--- src/rtl/connect4_pkg.sv ---
// Shared constants, colour encoding and FSM state type for the connect-four draw sequencer.
package connect4_pkg;

    localparam int COLS = 7;
    localparam int ROWS = 6;

    localparam logic [2:0] COL_P0    = 3'b100;
    localparam logic [2:0] COL_P1    = 3'b110;
    localparam logic [2:0] BG_COLOUR = 3'b000;

    localparam logic [2:0] LAST_COL = 3'(COLS - 1);
    localparam logic [2:0] LAST_ROW = 3'(ROWS - 1);

    typedef enum logic [2:0] {
        IDLE      = 3'd0,
        PIECE     = 3'd1,
        PTR_ERASE = 3'd2,
        PTR_DRAW  = 3'd3,
        CLEAR     = 3'd4,
        DONE      = 3'd5
    } state_t;

    function automatic logic [2:0] player_colour(input logic player);
        return player ? COL_P1 : COL_P0;
    endfunction

    function automatic logic col_ok(input logic [2:0] col);
        return 32'(col) < COLS;
    endfunction

    function automatic logic row_ok(input logic [2:0] row);
        return 32'(row) < ROWS;
    endfunction

endpackage

--- src/rtl/cell_scan_counter.sv ---
// 4-bit pixel index inside a 4x4 cell; wraps 15->0 so consecutive cells need no bubble.
module cell_scan_counter (
    input  logic       clk,
    input  logic       resetn,
    input  logic       clr,
    input  logic       en,
    output logic [3:0] count,
    output logic       last
);

    always_ff @(posedge clk) begin
        if (!resetn) begin
            count <= 4'd0;
        end else if (clr) begin
            count <= 4'd0;
        end else if (en) begin
            count <= count + 4'd1;
        end
    end

    assign last = (count == 4'd15);

endmodule

--- src/rtl/connect4_draw_sequencer.sv ---
// Arbitrates clear/piece/pointer draw requests and walks 4x4 cells with plot asserted.
// Handshake: each req is a level held until its 1-cycle ack; ack, plot and pixel 0 appear together.
module connect4_draw_sequencer
    import connect4_pkg::*;
(
    input  logic       clk,
    input  logic       resetn,
    input  logic       clear_req,
    input  logic       piece_req,
    input  logic [2:0] piece_col,
    input  logic [2:0] piece_row,
    input  logic       piece_player,
    input  logic       ptr_req,
    input  logic [2:0] ptr_col,
    input  logic       ptr_player,
    output logic       clear_ack,
    output logic       piece_ack,
    output logic       ptr_ack,
    output logic       busy,
    output logic       done,
    output logic       err,
    output logic [3:0] pixel_count,
    output logic [2:0] cell_col,
    output logic [2:0] cell_row,
    output logic       ptr_row,
    output logic [2:0] colour,
    output logic       plot,
    output state_t     state_dbg
);

    state_t     state, state_next;
    logic       take_clear, take_piece, take_ptr, range_err;
    logic       busy_d, done_d, plot_d;
    logic       walking, last;
    logic       ptr_valid;
    logic [2:0] old_ptr_col, lat_ptr_col;
    logic       lat_ptr_player;

    assign walking   = (state == PIECE) || (state == PTR_ERASE) ||
                       (state == PTR_DRAW) || (state == CLEAR);
    assign state_dbg = state;

    cell_scan_counter u_scan (
        .clk    (clk),
        .resetn (resetn),
        .clr    (!walking),
        .en     (walking),
        .count  (pixel_count),
        .last   (last)
    );

    always_ff @(posedge clk) begin
        if (!resetn) state <= IDLE;
        else         state <= state_next;
    end

    always_comb begin
        state_next = state;
        take_clear = 1'b0;
        take_piece = 1'b0;
        take_ptr   = 1'b0;
        range_err  = 1'b0;
        unique case (state)
            IDLE: begin
                if (clear_req) begin
                    take_clear = 1'b1;
                    state_next = CLEAR;
                end else if (piece_req) begin
                    take_piece = 1'b1;
                    range_err  = !col_ok(piece_col) || !row_ok(piece_row);
                    state_next = range_err ? DONE : PIECE;
                end else if (ptr_req) begin
                    take_ptr   = 1'b1;
                    range_err  = !col_ok(ptr_col);
                    state_next = range_err ? DONE : (ptr_valid ? PTR_ERASE : PTR_DRAW);
                end
            end
            PIECE:     if (last) state_next = DONE;
            PTR_ERASE: if (last) state_next = PTR_DRAW;
            PTR_DRAW:  if (last) state_next = DONE;
            CLEAR:     if (last && ptr_row && cell_col == LAST_COL) state_next = DONE;
            DONE:      state_next = IDLE;
            default:   state_next = IDLE;
        endcase
    end

    always_comb begin
        busy_d = (state_next != IDLE);
        done_d = (state_next == DONE);
        plot_d = (state_next == PIECE) || (state_next == PTR_ERASE) ||
                 (state_next == PTR_DRAW) || (state_next == CLEAR);
    end

    always_ff @(posedge clk) begin
        if (!resetn) begin
            clear_ack <= 1'b0;
            piece_ack <= 1'b0;
            ptr_ack   <= 1'b0;
            busy      <= 1'b0;
            done      <= 1'b0;
            err       <= 1'b0;
            plot      <= 1'b0;
        end else begin
            clear_ack <= take_clear;
            piece_ack <= take_piece;
            ptr_ack   <= take_ptr;
            busy      <= busy_d;
            done      <= done_d;
            err       <= range_err;
            plot      <= plot_d;
        end
    end

    // Cell address/colour: loaded on acceptance, advanced when the pixel walk of a cell ends.
    always_ff @(posedge clk) begin
        if (!resetn) begin
            cell_col       <= 3'd0;
            cell_row       <= 3'd0;
            ptr_row        <= 1'b0;
            colour         <= 3'd0;
            ptr_valid      <= 1'b0;
            old_ptr_col    <= 3'd0;
            lat_ptr_col    <= 3'd0;
            lat_ptr_player <= 1'b0;
        end else if (take_clear) begin
            cell_col <= 3'd0;
            cell_row <= 3'd0;
            ptr_row  <= 1'b0;
            colour   <= BG_COLOUR;
        end else if (take_piece && !range_err) begin
            cell_col <= piece_col;
            cell_row <= piece_row;
            ptr_row  <= 1'b0;
            colour   <= player_colour(piece_player);
        end else if (take_ptr && !range_err) begin
            lat_ptr_col    <= ptr_col;
            lat_ptr_player <= ptr_player;
            ptr_row        <= 1'b1;
            cell_row       <= 3'd0;
            cell_col       <= ptr_valid ? old_ptr_col : ptr_col;
            colour         <= ptr_valid ? BG_COLOUR : player_colour(ptr_player);
        end else if (last) begin
            case (state)
                PTR_ERASE: begin
                    cell_col <= lat_ptr_col;
                    colour   <= player_colour(lat_ptr_player);
                end
                PTR_DRAW: begin
                    old_ptr_col <= lat_ptr_col;
                    ptr_valid   <= 1'b1;
                end
                CLEAR: begin
                    if (cell_col == LAST_COL) begin
                        cell_col <= 3'd0;
                        if (ptr_row) begin
                            ptr_valid <= 1'b0;
                        end else if (cell_row == LAST_ROW) begin
                            ptr_row  <= 1'b1;
                            cell_row <= 3'd0;
                        end else begin
                            cell_row <= cell_row + 3'd1;
                        end
                    end else begin
                        cell_col <= cell_col + 3'd1;
                    end
                end
                default: ;
            endcase
        end
    end

endmodule

--- config.mk ---
export PLATFORM = sky130hd
export DESIGN_NAME = connect4_draw_sequencer
export DESIGN_NICKNAME = d
export VERILOG_FILES = /design/src/rtl/connect4_pkg.sv /design/src/rtl/cell_scan_counter.sv /design/src/rtl/connect4_draw_sequencer.sv
export SDC_FILE = /design/constraint.sdc
export NUM_CORES = 1
export LEC_CHECK = 0
export CORE_ASPECT_RATIO = 0.9
export CORE_MARGIN = 1
export CORE_UTILIZATION = 32
export CTS_BUF_LIST = sky130_fd_sc_hd__clkbuf_8
export DETAILED_ROUTE_END_ITERATION = 6
export HOLD_SLACK_MARGIN = 0.1
export RECOVER_POWER = 100
export SYNTH_ARGS = -nofsm -noshare
export SYNTH_HDL_FRONTEND = slang
export SYNTH_SLANG_ARGS = --single-unit
export TNS_END_PERCENT = 30
--- constraint.sdc ---
create_clock -name clk -period 1.8 [get_ports clk]
set_input_delay 0.18 -clock clk [delete_from_list [all_inputs] [get_ports clk]]
set_output_delay 0.18 -clock clk [all_outputs]
set_load 0.01 [all_outputs]
==> reports/metrics.csv, run 1 <==
stage,metric,value,unit
global_route,grt_overflow,0,
floorplanning,die-width,75.6,um
synth,yosys.area.top_type,dfxtp_1,
critical_path,r2r_slack,0.15,ns
critical_path,cp_cell_sequence,"or4_4, a311oi_2, a211oi_2, xnor2_1, a21oi_1",
synth,synthTopCellsByCount,"dfxtp_1 (31), nor2_1 (23), nand2_1 (20)",
power_and_ir_drop,p_total,1.83,mW
drt,wire_per_inst,13.6,um
finish,fillCellCount,440,
synth,async_flop_share,0,
place,io_buffers,38,
finish,post-route-util,0.506,
timing,slew_violations,0,
cts,cts_buffers,5,
timing,fin_crit_sh,0.918,
floorplanning,core_region_area,0.00458,sq mm
critical_path,cp_slowest_cell,or4_4,
synth,synth_top_area_frac,0.398,
global_route,track_usage,0.188,
timing,tightest_slew,0.500,ns
synth,yosysWarningCount,0,
critical_path,cp.buffers_inverters,0,
power_and_ir_drop,p_leak,0.950,nW
worst_hold_path,hold_class,flop to flop,
floorplanning,die_h,68.2,um
floorplanning,die_area,0.00516,sq mm
power_and_ir_drop,clkPwrFrac,0.323,
critical_path,r2r-start,state_dbg[2],
power_and_ir_drop,switching_share,0.279,
critical_path,rr_endpoint,plot,
synth,synth-edff-count,0,
timing,finalHoldViolations,0,
cts,postCtsHoldBufs,0,
synth,seq_area_frac_synth,0.398,
power_and_ir_drop,pwr-share-seq,0.421,
synth,ys_types,47,
cts,htree_num_levels,2,
critical_path,critPathTopFamily,simple AND/OR/NAND/NOR gates,
timing,holdWs,0.463,ns
worst_hold_path,worst_hold_path.endpoint,lat_ptr_player,
drt,drtPass1Iterations,4,
power_and_ir_drop,powerDensity,789,mW/mm^2
power_and_ir_drop,ir_worst_vdd,0.502,mV
timing,slew_headroom,0.663,
critical_path,worstPathRequired,1.96,ns
critical_path,path_class,flop to flop,
finish,instances_no_fill,316,
cts,clock_latency,0.28,ns
finish,fin_nets,270,
critical_path,path_max_fanout,5,
critical_path,crit_arrival,1.81,ns
finish,syn2layout_area_growth,48.4,%
drt,via_per_inst,4.94,
critical_path,reg2reg_depth,5,
timing,setup_violations,0,
timing,period_minus_slack,1.65,ns
synth,synth_nets,197,
timing,fin_tns_setup,0,ns
synth,ys.flop_type,dfxtp_1,
drt,drt_iter0_drc,124,
timing,clock-skew-final,0.00595,ns
cts,clockRootBuffer,clkbuf_8,
critical_path,worstSetupStartpointType,flop,
power_and_ir_drop,intPower,1.32,mW
floorplanning,rows,23,
timing,rsz0062_at_grt,no,
drt,wl,4.31,mm
drt,ant_nets,0,
worst_hold_path,hold-path-cell-count,2,
global_route,antenna_found_initial,0,
place,place_inst,308,
run,drv_cap,0,
synth,yosys.cell_count.top_type,dfxtp_1,
cts,cts.sinks,31,
global_route,grt_max_degree,10,
drt,vias,1562,
power_and_ir_drop,p_switching,509,uW
synth,avgSynthCellArea,8.67,sq um
place,gp_congestion,0.832,
cts,cts_tree,built,
floorplanning,start_util,0.341,
timing,fmax,605,MHz
status,status,completed,
finish,drive_gt1_frac,0.193,
synth,synth_seq_cells,31,
global_route,grt_pass1_wl,7.02,mm
synth,syn_inst,180,
critical_path,critPathCaptureType,flop,
synth,synth_area,0.00156,sq mm
synth,synth_area_leaders,"dfxtp_1 (40%), nor2_1 (5.5%), a21oi_1 (5.5%)",
global_route,grt_pass1_vias,1429,
finish,antenna_cells,0,
place,detailed_place_hpwl,3.40,mm
drt,drc,0,
power_and_ir_drop,power_frac_comb,0.257,
cts,ctsLongestPathBuffers,2,
cts,clkTransAtPathRegs,0.06,ns
critical_path,crit_path_max_incr_delay,0.58,ns
worst_hold_path,worstHoldStart,lat_ptr_player,
floorplanning,ioPinCount,40,
state kept, by name (all words and copies together), names as in the netlist:
signal / flops
u_scan.count: 4
cell_col: 3
cell_row: 3
lat_ptr_col: 3
old_ptr_col: 3
state_dbg: 3
colour: 2
busy: 1
clear_ack: 1
done: 1
err: 1
lat_ptr_player: 1
piece_ack: 1
plot: 1
ptr_ack: 1
ptr_row: 1
ptr_valid: 1
cell type report:
type / instances / area, sq um / share of cell area
multi-input cells: 139 / 877 / 0.379
flip-flops and latches: 31 / 624 / 0.270
repair buffers: 71 / 618 / 0.267
clock buffers: 7 / 96.3 / 0.0416
well taps: 62 / 77.6 / 0.0335
inverters: 5 / 18.8 / 0.00810
clock inverters: 1 / 3.75 / 0.00162
worst max path at each step:
stage / from / endpoint / cells after the start
3_5_place_dp: piece_row[2] / colour[2] / 7
4_1_cts: state_dbg[2] / cell_col[0] / 5
3_3_place_gp: piece_row[2] / colour[2] / 7
5_1_grt: u_scan.count[1] / done / 7
2_1_floorplan: state_dbg[2] / plot / 6
6_report: state_dbg[2] / plot / 5
kinds of logic after synthesis:
kind of cell    synth area share
simple gates               0.249
compound gates             0.235
flops                      0.398
buf+inv                   0.0401
mux                       0.0401
xor+xnor                  0.0281
fa+ha+maj                0.00802
other cells              0.00240
cells in the final DEF (no fill, tap or decap), types with 3 or more instances in the layout:
cell / Yosys / final
nand2_1: 20 / 20
clkdlybuf4s50_1: 0 / 16
mux2i_1: 4 / 4
xnor2_1: 3 / 3
buf_4: 2 / 25
a22oi_1: 6 / 6
dlygate4sd3_1: 0 / 22
inv_1: 4 / 5
nor2_1: 23 / 23
a21oi_1: 17 / 17
dfxtp_1: 31 / 28
o21ai_0: 8 / 8
clkbuf_8: 1 / 7
a31oi_1: 5 / 5
o31ai_1: 3 / 3
clkbuf_1: 1 / 6
nand3_1: 7 / 7
nor3_1: 4 / 4
dfxtp_2: 0 / 3
per-stage QoR:
| stage | area [sq um] | setup WS (ns) |
|---|---|---|
| final | 2320 | 0.148 |
| after global placement | 2230 | -0.0402 |
| after floorplan | 1560 | 0.0816 |
| after detailed placement | 2230 | -0.0408 |
| after CTS | 2330 | 0.0841 |
| after global routing | 2320 | 0.0227 |
power groups by stage:
stage,Combinational (mW),Clock (mW),Sequential (mW)
after CTS,0.489,0.603,0.768
final,0.468,0.590,0.768
after floorplan,0.218,0,0.796
after global routing,0.515,0.639,0.775
after detailed placement,0.487,0,0.783
after global placement,0.485,0,0.783
what timing repair did:
item                       4_1_cts  5_1_grt
setup endpoints to repair        0        1
setup buffers                    0        0
resized for setup                0        3
worst min-delay path: stages (launching register included):
cell and delay (ns):
dfxtp_1 0.31, nand2_1 0.05, a21oi_1 0.05
per-layer routing:
layer,track usage,part of all wire,up-vias
met5,0,0,-
met2,0.283,0.44,41
met4,0.0602,0.0046,0
li1,-,-,809
met1,0.260,0.51,710
met3,0.0486,0.046,2
No activity file was read; power rests on OpenSTA's default activity.
==> run 2, diff against run 1 <==
--- a/config.mk
+++ b/config.mk
@@ -5,12 +5,13 @@
 export SDC_FILE = /design/constraint.sdc
 export NUM_CORES = 1
 export LEC_CHECK = 0
-export CORE_ASPECT_RATIO = 0.9
 export CORE_MARGIN = 1
 export CORE_UTILIZATION = 32
 export CTS_BUF_LIST = sky130_fd_sc_hd__clkbuf_8
 export DETAILED_ROUTE_END_ITERATION = 6
+export GPL_ROUTABILITY_DRIVEN = 0
 export HOLD_SLACK_MARGIN = 0.1
+export PLACE_DENSITY = 0.53
 export RECOVER_POWER = 100
 export SYNTH_ARGS = -nofsm -noshare
 export SYNTH_HDL_FRONTEND = slang
==> reports/metrics.csv, run 2 (synthesis results as in run 1) <==
stage,metric,value,unit,change
drt,wire_per_inst,15.9,um,was 13.6 um
drt,via_per_inst,5.30,,was 4.94
cts,post-cts-setup-buffers,0,,unchanged
global_route,grt_pass1_vias,1610,,was 1429
timing,finalHoldViolations,0,,unchanged
critical_path,crit_path_max_incr_delay,0.59,ns,was 0.58 ns
cts,cts_tree,built,,unchanged
critical_path,path_common_cell,a31oi_1,,
finish,final_cell_mix,"dfxtp_1 (31), nor2_1 (23), dlygate4sd3_1 (23), buf_4 (23), nand2_1 (20)",,"was dfxtp_1 (28), buf_4 (25), nor2_1 (23)"
critical_path,crit_arrival,1.88,ns,was 1.81 ns
floorplanning,die-width,71.8,um,was 75.6 um
finish,largest_reg_flops,4,,unchanged
place,io_buffers,38,,unchanged
critical_path,cp_cell_sequence,"or4_1, clkbuf_1, nor2_8, a31oi_1, a31oi_1",,"was or4_4, a311oi_2, a211oi_2, xnor2_1, a21oi_1"
floorplanning,rows,25,,was 23
global_route,grt_max_degree,9,,was 10
cts,cts.sinks,31,,unchanged
timing,holdWs,0.468,ns,was 0.463 ns
drt,vias,1622,,was 1562
cts,clkTransAtPathRegs,0.06,ns,about the same
cts,postCtsHoldBufs,0,,unchanged
floorplanning,die_h,71.8,um,was 68.2 um
drt,wl,4.86,mm,was 4.31 mm
drt,ant_nets,0,,unchanged
timing,setup_violations,0,,unchanged
floorplanning,core_region_area,0.00469,sq mm,was 0.00458 sq mm
timing,clock-skew-final,0.00794,ns,was 0.00595 ns
finish,fin_nets,270,,unchanged
drt,met3_length,278,um,was 199 um
drt,top_layer,met4,,unchanged
drt,drt_iter0_drc,124,,unchanged
worst_hold_path,hold_class,flop to flop,,unchanged
timing,layout_setup_ws,0.122,ns,was 0.148 ns
floorplanning,ioPinCount,40,,unchanged
power_and_ir_drop,powerDensity,761,mW/mm^2,was 789 mW/mm^2
timing,fmax,596,MHz,was 605 MHz
finish,regMostFlops,u_scan.count,,unchanged
timing,period_minus_slack,1.68,ns,was 1.65 ns
finish,syn2layout_area_growth,42.8,%,was 48.4%
finish,final_common_cell,dfxtp_1,,unchanged
power_and_ir_drop,ir_worst_vdd,0.374,mV,was 0.502 mV
timing,slew_headroom,0.656,,was 0.663
floorplanning,die_area,0.00516,sq mm,about the same
global_route,antenna_found_initial,0,,unchanged
drt,drtPass1Iterations,4,,unchanged
critical_path,worstPathRequired,2.00,ns,was 1.96 ns
power_and_ir_drop,p_leak,0.914,nW,was 0.950 nW
cts,clock_latency,0.28,ns,about the same
global_route,grt_pass1_wl,7.63,mm,was 7.02 mm
critical_path,critPathCaptureType,flop,,unchanged
timing,rsz0062_at_grt,no,,unchanged
cts,ctsResizeCount,0,,unchanged
global_route,track_usage,0.197,,was 0.188
power_and_ir_drop,p_total,1.70,mW,was 1.83 mW
place,detailed_place_hpwl,3.75,mm,was 3.40 mm
cts,cts_buffers,5,,unchanged
drt,dr_wl_met2,2.37,mm,was 1.90 mm
cts,ctsLongestPathBuffers,2,,unchanged
finish,antenna_cells,0,,unchanged
cts,clockRootBuffer,clkbuf_8,,unchanged
global_route,grt_overflow,0,,unchanged
run,drv_cap,0,,unchanged
status,status,completed,,unchanged
critical_path,cp_slowest_cell,or4_1,,was or4_4
place,pre_cts_ws,-0.123,ns,was -0.0408 ns
critical_path,worstSetupStartpointType,flop,,unchanged
timing,slew_violations,0,,unchanged
finish,drive_gt1_frac,0.163,,was 0.193
drt,drc,0,,unchanged
drt,m1WireLength,2.06,mm,was 2.19 mm
critical_path,path_class,flop to flop,,unchanged
timing,fin_crit_sh,0.932,,was 0.918
critical_path,path_max_fanout,7,,was 5
floorplanning,start_util,0.333,,was 0.341
timing,tightest_slew,0.510,ns,was 0.500 ns
cts,htree_num_levels,2,,unchanged
[run 2: power by group]
part / internal, mW / total, mW / switching [mW]
sequential: 0.729 / 0.762 / 0.0332
clock: 0.251 / 0.483 / 0.232
combinational: 0.222 / 0.452 / 0.229
total: 1.20 / 1.70 / 0.494
[run 2: layer usage]
layer / vias up / GRT usage
li1: 796 / -
met1: 753 / 0.234
met2: 56 / 0.327
met3: 17 / 0.0492
met4: 0 / 0.105
met5: - / 0
[run 2: layout make-up]
| type | instances | area, sq um |
|---|---|---|
| inverters | 5 | 18.8 |
| clock buffers | 5 | 68.8 |
| fillers | 485 | 2460 |
| repair buffers | 71 | 592 |
| flip-flops and latches | 31 | 621 |
| clock inverters | 1 | 3.75 |
| multi-input cells | 139 | 857 |
| well taps | 54 | 67.6 |
[run 2: final timing paths]
check	to	cells after the start	slack, ns	from
max reg2reg	busy	5	0.12	state_dbg[2]
max	busy	5	0.12	state_dbg[2]
min	lat_ptr_player	2	0.47	lat_ptr_player
min reg2reg	lat_ptr_player	2	0.47	lat_ptr_player
[run 2: metrics by stage]
stage	area [sq um]	setup TNS, ns	cells	utilization
after floorplan	1560	0	180	-
after global placement	2210	-0.171	300	0.471
after detailed placement	2210	-0.318	300	0.471
after CTS	2280	0	306	0.487
after global routing	2230	0	306	0.475
final	2230	0	306	0.475
[run 2: worst max-delay path: cells and delay by family, from the launching register on]
| kind | cells | cell delay, ns |
|---|---|---|
| buf+inv | 1 | 0.21 |
| simple gates | 2 | 0.81 |
| flops | 1 | 0.33 |
| compound gates | 2 | 0.25 |
